==> config.mk <==
export PLATFORM = sky130hd
export DESIGN_NAME = charge_pump_monitor
export DESIGN_NICKNAME = d
export VERILOG_FILES = /design/src/rtl/charge_pump_monitor.sv
export SDC_FILE = /design/constraint.sdc
export NUM_CORES = 1
export LEC_CHECK = 0
export ABC_AREA = 1
export CAP_MARGIN = 20
export CORE_ASPECT_RATIO = 0.6
export CORE_UTILIZATION = 55
export CTS_CLUSTER_DIAMETER = 60
export CTS_CLUSTER_SIZE = 14
export DETAILED_ROUTE_END_ITERATION = 8
export GPL_ROUTABILITY_DRIVEN = 0
export HOLD_SLACK_MARGIN = 0.03
export MAX_ROUTING_LAYER = met4
export PLACE_DENSITY = 0.79
export SYNTH_ARGS = -nofsm -noshare
export SYNTH_HDL_FRONTEND = slang
export SYNTH_SLANG_ARGS = --single-unit
==> constraint.sdc <==
create_clock -name clk -period 3.3 [get_ports clk]
set_input_delay 0.66 -clock clk [delete_from_list [all_inputs] [get_ports clk]]
set_output_delay 0.66 -clock clk [all_outputs]
set_load 0.02 [all_outputs]
==> src/rtl/charge_pump_monitor.sv <==
// ============================================================================
//  Module   : charge_pump_monitor
//  Purpose  : Receive-side decoder for the charge-pump control interface
//             (preChrg, snk, src_n). Detects sink/source pulses, groups
//             them into bursts, keeps a saturating signed net-charge
//             estimate and raises sticky protocol-violation flags.
//  Options  : CP_MON_STATS_EN - adds per-direction burst counters
//             (sink_bursts, src_bursts).
//  Revision : 1.0 - initial release
// ============================================================================
`default_nettype none

module charge_pump_monitor #(
    parameter int CNT_W     = 8,
    parameter int BURST_W   = 6,
    parameter int MAX_BURST = 16,
    parameter int TIMEOUT   = 32
) (
    input  logic                    clk,
    input  logic                    reset,
    input  logic                    preChrg_i,
    input  logic                    snk_i,
    input  logic                    src_n_i,
    input  logic                    clear_err,
    output logic [1:0]              phase,
    output logic signed [CNT_W-1:0] net_charge,
    output logic                    burst_valid,
    output logic [BURST_W-1:0]      burst_len,
    output logic                    burst_dir,
    output logic                    err_overlap,
    output logic                    err_precharge,
    output logic                    err_long
`ifdef CP_MON_STATS_EN
    ,
    output logic [15:0]             sink_bursts,
    output logic [15:0]             src_bursts
`endif
);

    localparam int TMR_W = $clog2(TIMEOUT + 1);

    localparam logic [BURST_W-1:0]      RUN_MAX     = '1;
    localparam logic [BURST_W-1:0]      RUN_ONE     = BURST_W'(1);
    localparam logic [BURST_W-1:0]      MAX_BURST_V = BURST_W'(MAX_BURST);
    localparam logic [TMR_W-1:0]        TMR_LAST    = TMR_W'(TIMEOUT - 1);
    localparam logic [TMR_W-1:0]        TMR_ONE     = TMR_W'(1);
    localparam logic signed [CNT_W-1:0] NET_MAX     = {1'b0, {(CNT_W-1){1'b1}}};
    localparam logic signed [CNT_W-1:0] NET_MIN     = {1'b1, {(CNT_W-1){1'b0}}};
    localparam logic signed [CNT_W-1:0] NET_ONE     = {{(CNT_W-1){1'b0}}, 1'b1};

    typedef enum logic [1:0] {
        PH_IDLE   = 2'd0,
        PH_PRECHG = 2'd1,
        PH_SINK   = 2'd2,
        PH_SOURCE = 2'd3
    } phase_t;

    // Previous-value registers for edge detection
    logic                    snk_q, src_n_q, preChrg_q;

    // Monitor state and registered outputs
    phase_t                  phase_q, phase_d;
    logic [BURST_W-1:0]      run_q, run_d;
    logic [TMR_W-1:0]        timer_q, timer_d;
    logic signed [CNT_W-1:0] net_q, net_d;
    logic                    bvalid_q, bvalid_d;
    logic [BURST_W-1:0]      blen_q, blen_d;
    logic                    bdir_q, bdir_d;
    logic                    eovl_q, eovl_d;
    logic                    epre_q, epre_d;
    logic                    elong_q, elong_d;

    // Combinational helpers
    logic                    sink_p, src_p;
    logic                    net_up, net_dn;
    logic                    set_ovl, set_pre, set_long;
    logic [BURST_W-1:0]      run_inc;

    assign sink_p  = snk_i & ~snk_q;
    assign src_p   = ~src_n_i & src_n_q;
    assign run_inc = (run_q == RUN_MAX) ? run_q : run_q + RUN_ONE;

    // Next-state decode: precharge pre-empts everything, then overlap,
    // then per-phase pulse handling and idle timeout
    always_comb begin
        phase_d  = phase_q;
        run_d    = run_q;
        timer_d  = timer_q;
        net_d    = net_q;
        bvalid_d = 1'b0;
        blen_d   = blen_q;
        bdir_d   = bdir_q;
        net_up   = 1'b0;
        net_dn   = 1'b0;
        set_ovl  = 1'b0;
        set_pre  = 1'b0;
        set_long = 1'b0;

        if (preChrg_i) begin
            // An open burst is closed and reported on precharge entry
            if (phase_q == PH_SINK || phase_q == PH_SOURCE) begin
                bvalid_d = 1'b1;
                blen_d   = run_q;
                bdir_d   = (phase_q == PH_SOURCE);
            end
            phase_d = PH_PRECHG;
            run_d   = '0;
            timer_d = '0;
            set_pre = sink_p | src_p;
            // preChrg_q is high exactly when the monitor sits in PRECHG
            if (!preChrg_q) begin
                net_d = '0;
            end
        end else if (phase_q == PH_PRECHG) begin
            phase_d = PH_IDLE;
            set_pre = sink_p | src_p;
        end else if (sink_p && src_p) begin
            // Ambiguous cycle: flag it and leave the burst untouched
            set_ovl = 1'b1;
        end else begin
            case (phase_q)
                PH_IDLE: begin
                    if (sink_p) begin
                        phase_d = PH_SINK;
                        run_d   = RUN_ONE;
                        timer_d = '0;
                        net_dn  = 1'b1;
                    end else if (src_p) begin
                        phase_d = PH_SOURCE;
                        run_d   = RUN_ONE;
                        timer_d = '0;
                        net_up  = 1'b1;
                    end
                end
                PH_SINK, PH_SOURCE: begin
                    if ((phase_q == PH_SINK && sink_p) ||
                        (phase_q == PH_SOURCE && src_p)) begin
                        // Same direction: extend the burst
                        run_d    = run_inc;
                        timer_d  = '0;
                        set_long = (run_q == MAX_BURST_V) && (run_q != RUN_MAX);
                        net_up   = src_p;
                        net_dn   = sink_p;
                    end else if (sink_p || src_p) begin
                        // Direction change: report old burst, open new one
                        bvalid_d = 1'b1;
                        blen_d   = run_q;
                        bdir_d   = (phase_q == PH_SOURCE);
                        phase_d  = src_p ? PH_SOURCE : PH_SINK;
                        run_d    = RUN_ONE;
                        timer_d  = '0;
                        net_up   = src_p;
                        net_dn   = sink_p;
                    end else if (timer_q == TMR_LAST) begin
                        // Quiet for TIMEOUT cycles: close the burst
                        bvalid_d = 1'b1;
                        blen_d   = run_q;
                        bdir_d   = (phase_q == PH_SOURCE);
                        phase_d  = PH_IDLE;
                        run_d    = '0;
                        timer_d  = '0;
                    end else begin
                        timer_d = timer_q + TMR_ONE;
                    end
                end
                default: ;
            endcase
        end

        // Saturating net-charge update
        if (net_up && net_q != NET_MAX) begin
            net_d = net_q + NET_ONE;
        end else if (net_dn && net_q != NET_MIN) begin
            net_d = net_q - NET_ONE;
        end

        // Sticky flags: a new error in the clearing cycle survives
        eovl_d  = set_ovl  | (eovl_q  & ~clear_err);
        epre_d  = set_pre  | (epre_q  & ~clear_err);
        elong_d = set_long | (elong_q & ~clear_err);
    end

    // State and output registers
    always_ff @(posedge clk) begin
        if (reset) begin
            snk_q     <= 1'b0;
            src_n_q   <= 1'b0;
            preChrg_q <= 1'b0;
            phase_q   <= PH_IDLE;
            run_q     <= '0;
            timer_q   <= '0;
            net_q     <= '0;
            bvalid_q  <= 1'b0;
            blen_q    <= '0;
            bdir_q    <= 1'b0;
            eovl_q    <= 1'b0;
            epre_q    <= 1'b0;
            elong_q   <= 1'b0;
        end else begin
            snk_q     <= snk_i;
            src_n_q   <= src_n_i;
            preChrg_q <= preChrg_i;
            phase_q   <= phase_d;
            run_q     <= run_d;
            timer_q   <= timer_d;
            net_q     <= net_d;
            bvalid_q  <= bvalid_d;
            blen_q    <= blen_d;
            bdir_q    <= bdir_d;
            eovl_q    <= eovl_d;
            epre_q    <= epre_d;
            elong_q   <= elong_d;
        end
    end

    assign phase         = phase_q;
    assign net_charge    = net_q;
    assign burst_valid   = bvalid_q;
    assign burst_len     = blen_q;
    assign burst_dir     = bdir_q;
    assign err_overlap   = eovl_q;
    assign err_precharge = epre_q;
    assign err_long      = elong_q;

`ifdef CP_MON_STATS_EN
    logic [15:0] sink_cnt_q, src_cnt_q;

    // Per-direction burst counters, saturating, cleared with the error flags
    always_ff @(posedge clk) begin
        if (reset || clear_err) begin
            sink_cnt_q <= '0;
            src_cnt_q  <= '0;
        end else if (bvalid_d) begin
            if (bdir_d && src_cnt_q != 16'hFFFF) begin
                src_cnt_q <= src_cnt_q + 16'd1;
            end else if (!bdir_d && sink_cnt_q != 16'hFFFF) begin
                sink_cnt_q <= sink_cnt_q + 16'd1;
            end
        end
    end

    assign sink_bursts = sink_cnt_q;
    assign src_bursts  = src_cnt_q;
`endif

endmodule

`default_nettype wire

==> metrics.md, run 1 <==
| Metric | Value |
|---|---|
| TritonCTS clock tree | `built` |
| Flop-to-flop setup slack | `roughly 1.4 ns` |
| Unique masters post-synth | `36` |
| Synth warn | `0` |
| Post-Syn Nets | `341` |
| Min-Delay Path Depth | `2` |
| Nets@finish | `368` |
| Largest cells by area after synthesis | `dfxtp_1, nand2_1, nor2_1, inv_1, a21oi_1` |
| Core Footprint | `between 0.003 and 0.004 mm^2` |
| Post-DRT Antenna Nets | `0` |
| Clk root buf | `clkbuf_8` |
| Most common cell in the synthesized netlist | `nand2_1` |
| Post-CTS Repair Setup Buffers | `0` |
| Max incr delay on CP | `between 0.7 and 0.8 ns` |
| TNS Setup | `0 ns` |
| Post-synthesis sequential area ratio | `31.7%` |
| FFs w/ async S/R, synth | `0%` |
| Fin. max-slew vios | `0` |
| Hold EP | `burst_len[5]` |
| RSZ-0062 raised after global routing | `false` |
| Mapped Area | `0.00227 mm^2` |
| Combinational Power Share | `25.0%` |
| Sw Ratio | `32.2%` |
| CTS Buffer Depth | `2` |
| Fin cells | `404` |
| Dominant synthesized flop cell | `dfxtp_1` |
| P_int | `0.723 mW` |
| Leak | `1.12 nW` |
| Hold violation count in the final report | `0` |
| CP cell instances | `clkdlybuf4s50_1` |
| Post-synthesis adder-cell area fraction | `approximately 3.3%` |
| Grt total ovfl | `0` |
| EDFF count, synth | `0` |
| Ant diodes | `0` |
| Clk_skew | `0.00485 ns` |
| Multiplexer share of the synthesized area | `0%` |
| CP startpoint kind | `flip-flop` |
| Max-cap violation count | `0` |
| Failing checks | `DRC` |
| Routed WL | `5.09 mm` |
| Later-pin clock latency in the skew report | `0.28 ns` |
| Hold path startpoint | `burst_len[5]` |
| Wirelength per Cell | `12.6 um` |
| Yosys reg bits | `36` |
| First-pass DRT Iterations | `7` |
| PortBufs | `26` |
| Worst path bufs/invs | `1` |
| Routed vias/inst | `between 5 and 6` |
| Setup violators final | `0` |
| Min Tclk post-route | `2.34 ns` |
| Largest family of logic cells by synthesized area | `simple AND/OR/NAND/NOR gates` |
| Worst-path maximum fanout | `12` |
| Flop pwr share | `45.4%` |
| Fin crit share | `70.9%` |
| Cell Pwr Density | `404 mW/mm^2` |
| Syn_area_per_cell | `6.91 um^2` |
| Initial Util | `59.7%` |
| Slowest CP cell | `clkdlybuf4s50_1` |
| Worst Path Arrival | `~1.7 ns` |
| Vias in the first global route | `1915` |
| Worst slew margin | `61.7%` |
| Cts hold-fix bufs | `0` |
| Dpl hpwl | `3.96 mm` |
| Commonest cells in the netlist | `nand2_1, nor2_1, dfxtp_1` |
| Tightest Pin Transition | `0.574 ns` |
| Setup CP Type | `reg2out` |
| Ratio of cells with drive above 1 in the final layout | `14.6%` |
| Die Footprint | `about 0.0044 mm^2` |
| Clock-pin slew on the worst setup and hold paths | `about 0.070 ns` |
| Simple-gate share of the synthesized area | `41.7%` |
| # DRC | `4` |
| Number of buffers created by CTS | `5` |
| Initial drt markers | `around 140` |
| Worst hold path type | `reg2reg` |
| Dpl cells | `396` |
| Cell Rows | `17` |
| Compound-Gate Fraction of Synth Area | `10.7%` |
| I/O pin total | `27` |
| Worst Path Required | `2.64 ns` |
| Area leader, netlist | `dfxtp_1` |
| Delay-heaviest family, CP | `buffers and inverters` |
| Largest net degree at the start of global routing | `19` |
| CTS sink count | `36` |
| Pwr Total | `1.07 mW` |
| Width of the die | `~85 um` |
| FF-to-FF path depth | `10` |
| Final hold slack | `roughly 0.46 ns` |
| Clock power frac | `29.6%` |
| H-tree levels | `2` |
| Overall global routing resource usage | `around a quarter` |
| Status | `finished, violations left` |
| R2r endpoint | `net_charge[4]` |
| Vias | `between 2000 and 2500` |
| Initial antenna violation count | `0` |
| R2R Path Start | `phase[1]` |
| Post-Synthesis Cells | `329` |
| FMAX | `~430 MHz` |
| Post-Synth XOR/XNOR Area | `3.08%` |
| CP Capture Type | `primary output` |
| Die Ht | `51.8 um` |
| First-pass GRT wire length | `8.89 mm` |
| Sw power | `approximately 0.34 mW` |
| VDD IR max | `0.000223 V` |
| Area growth, synth to finish | `16.2%` |
| Share of Yosys cell area claimed by the top area cell type | `31.7%` |
| Post_cts resized | `0` |
-- registers in the layout (all words and copies together) (netlist names) --
signal and count:
snk_q 1, burst_dir 1, src_n_q 1, err_long 1, run_q 6, burst_len 6, burst_valid 1, err_overlap 1
err_precharge 1, net_charge 8, timer_q 6, preChrg_q 1, phase 2
-- metal layers --
layer | share of wire, % | GRT usage, % | vias up
met4 | 0.20 | 3.67 | 0
met1 | 54 | 39.8 | 944
met5 | 0 | - | -
met3 | 8.7 | 6.83 | 2
li1 | - | - | 1117
met2 | 37 | 36.3 | 66
-- cell usage in the layout (no fill, tap or decap), drive strengths merged --
cell and instances:
nand2 83, nor2 50, inv 44, dfxtp 36, nand3 32, clkdlybuf4s50 26
a21oi 26, nand4 13, o21ai 13, clkbuf 8, xor2 6, ha 6
xnor2 2, nand3b 2, a211oi 1, a21o 1, o211ai 1, nor3 1
o21bai 1, or2 1, o22ai 1, o32ai 1, nor4 1, buf 1
-- metrics by stage --
| stage | util (%) | area [um^2] | setup WS (ns) |
|---|---|---|---|
| 3_5_place_dp | 67.0 | 2550 | 0.989 |
| 6_report | 69.4 | 2640 | 0.962 |
| 5_1_grt | 69.4 | 2640 | 0.922 |
| 3_3_place_gp | 67.0 | 2550 | 1.05 |
| 4_1_cts | 69.4 | 2640 | 0.979 |
| 2_1_floorplan | - | 2270 | 1.75 |
-- final cells by class --
cell class | count | area, um^2
clock buffers | 8 | 90.1
fillers | 335 | 1170
well taps | 47 | 58.8
flip-flops and latches | 36 | 721
repair buffers | 27 | 268
inverters | 44 | 168
multi-input cells | 242 | 1340
-- worst max-delay path by stage --
stage | slack (ns) | endpoint | cells past startpoint | startpoint
floorplan | 1.75 | timer_q[5] | 8 | src_n_i
global placement | 1.05 | err_long | 7 | reset
detailed placement | 0.99 | err_long | 7 | reset
CTS | 0.98 | phase[1] | 1 | phase[1]
global route | 0.92 | phase[1] | 1 | phase[1]
finish | 0.96 | phase[1] | 1 | phase[1]
-- cell families after synthesis --
kind of cell | count (synthesis)
and+or+nand+nor | 183
AOI/OAI and AO/OA | 45
adders and majority gates | 6
buffers and inverters | 51
xor gates and xnor gates | 8
DFF | 36
-- power groups by stage --
stage	clock, mW	sequential, mW	combinational (mW)
2_1_floorplan	0	0.498	0.183
3_3_place_gp	0	0.494	0.260
3_5_place_dp	0	0.494	0.263
4_1_cts	0.321	0.484	0.265
5_1_grt	0.342	0.488	0.299
6_report	0.316	0.485	0.266
Power figures use the tool's default switching activity.
==> run 2: changes to the inputs <==
CORE_UTILIZATION = 50   (was 55)
PLACE_DENSITY = 0.75   (was 0.79)
clock period = 1.9 ns   (was 3.3 ns; I/O delays follow)
==> metrics.md, run 2 (synthesized netlist as in run 1, its figures left out) <==
| Metric | Value |
|---|---|
| CP startpoint kind | `flip-flop` |
| Area growth, synth to finish | `20.3%` |
| Worst-path maximum fanout | `7` |
| Combinational Power Share | `26.9%` |
| Cts hold-fix bufs | `0` |
| Clk root buf | `clkbuf_8` |
| CTS Buffer Depth | `2` |
| Core Footprint | `between 0.004 and 0.005 mm^2` |
| Most frequent cells in the layout | `nand2_1, nor2_1, inv_1` |
| Initial antenna violation count | `0` |
| Slowest CP cell | `clkdlybuf4s50_1` |
| Die Footprint | `0.00483 mm^2` |
| Min Tclk post-route | `1.79 ns` |
| H-tree levels | `2` |
| PortBufs | `26` |
| Ant diodes | `0` |
| TritonCTS clock tree | `built` |
| Initial drt markers | `147` |
| Clock power frac | `around 28%` |
| First-pass DRT Iterations | `4` |
| Later-pin clock latency in the skew report | `just under 0.3 ns` |
| Initial Util | `53.7%` |
| Status | `finished, final reports clean` |
| Max incr delay on CP | `0.66 ns` |
| Most common cell after layout, fill and taps aside | `nand2_1` |
| Final core occ | `64.5%` |
| Sw power | `0.620 mW` |
| Worst Path Arrival | `1.41 ns` |
| Wirelength per Cell | `12.7 um` |
| Setup violators final | `0` |
| RSZ-0062 raised after global routing | `false` |
| I/O pin total | `27` |
| Sw Ratio | `33.6%` |
| Worst slew margin | `78.5%` |
| Worst path bufs/invs | `1` |
| # DRC | `0` |
| CP Capture Type | `primary output` |
| Worst Path Required | `1.52 ns` |
| Vias | `2155` |
| Routed vias/inst | `roughly 5` |
| CP cell instances | `clkdlybuf4s50_1` |
| Max FFs per register | `8` |
| Die Ht | `54.2 um` |
| Width of the die | `89.0 um` |
| Nets@finish | `379` |
| Routed WL | `5.43 mm` |
| Overall global routing resource usage | `25.3%` |
| FMAX | `558 MHz` |
| Delay-heaviest family, CP | `buffers and inverters` |
| Max-cap violation count | `0` |
| TNS Setup | `0 ns` |
| Cell Pwr Density | `675 mW/mm^2` |
| Clock-pin slew on the worst setup and hold paths | `0.07 ns` |
| Setup CP Type | `reg2out` |
| Leak | `1.18 nW` |
| Post-DRT Antenna Nets | `0` |
| Hold violation count in the final report | `0` |
| Clk_skew | `0.00594 ns` |
| Fin crit share | `94.4%` |
| Grt total ovfl | `0` |
| Tightest Pin Transition | `around 0.32 ns` |
| First-pass GRT wire length | `8.85 mm` |
| Largest net degree at the start of global routing | `18` |
| P_int | `1.22 mW` |
| Fin. max-slew vios | `0` |
| VDD IR max | `0.000292 V` |
| Ratio of cells with drive above 1 in the final layout | `between 15 and 20%` |
| Dpl hpwl | `roughly 4.2 mm` |
| Vias in the first global route | `1809` |
| CTS sink count | `36` |
| Worst hold path type | `reg2reg` |
| Flop pwr share | `45.1%` |
| Number of buffers created by CTS | `5` |
| Cell Rows | `18` |
-- run 2: cell count changes in the layout (fill, tap and decap cells not counted), sizes merged --
cell           previous run  this run
clkinv                    0         1
buf                       1        12
clkdlybuf4s50            26        25
clkbuf                    8         6
dlymetal6s2s              0         1
-- run 2: power groups by stage --
stage	Clock [mW]	Combinational, mW	Sequential, mW
floorplan	0	0.318	0.865
global placement	0	0.481	0.848
detailed placement	0	0.492	0.848
CTS	0.524	0.494	0.831
global route	0.561	0.549	0.837
finish	0.515	0.496	0.833
-- run 2: final cells by class --
class	instances	area (um^2)
fill	404	1500
multi-input combinational	242	1340
sequential	36	723
timing repair buffer	38	353
inverter	44	168
tap	60	75.1
clock buffer	6	72.6
clock inverter	1	5.00
-- run 2: timing repair --
item,in CTS,in global routing
resized for setup,1,2
buffers inserted,0,0
pin swaps,0,0
setup endpoints to repair,1,2
cloned,0,0
-- run 2: final timing paths --
kind / cells after the start / start / slack (ns) / end
worst max-delay path: 1 / net_charge[4] / 0.11 / net_charge[4]
worst min register to register: 2 / burst_len[1] / 0.46 / burst_len[1]
worst min-delay path: 2 / burst_len[1] / 0.46 / burst_len[1]
worst max register to register: 9 / net_charge[0] / 0.24 / net_charge[4]
-- run 2: worst min-delay path, stage by stage (launching register included) --
cell     delay (ns)
dfxtp_1        0.31
nand2_1        0.06
a21oi_1        0.05
-- run 2: metal layers --
layer	wire length, um	part of all wire [%]	track usage, %	vias up
met2	1950	36	32.2	68
met5	0	0	-	-
met3	385	7.1	5.13	7
met1	3050	56	39.3	940
li1	-	-	-	1140
met4	41	0.76	6.61	0
-- run 2: per-stage QoR --
step	worst slack (ns)	power [mW]	hold WS (ns)	cell area, um^2	instances
global route	0.0609	1.95	0.478	2730	427
global placement	-0.00996	1.33	0.449	2650	420
CTS	0.0491	1.85	0.464	2730	427
finish	0.107	1.84	0.462	2730	427
floorplan	0.370	1.18	0.458	2270	329
detailed placement	-0.0406	1.34	0.454	2650	420
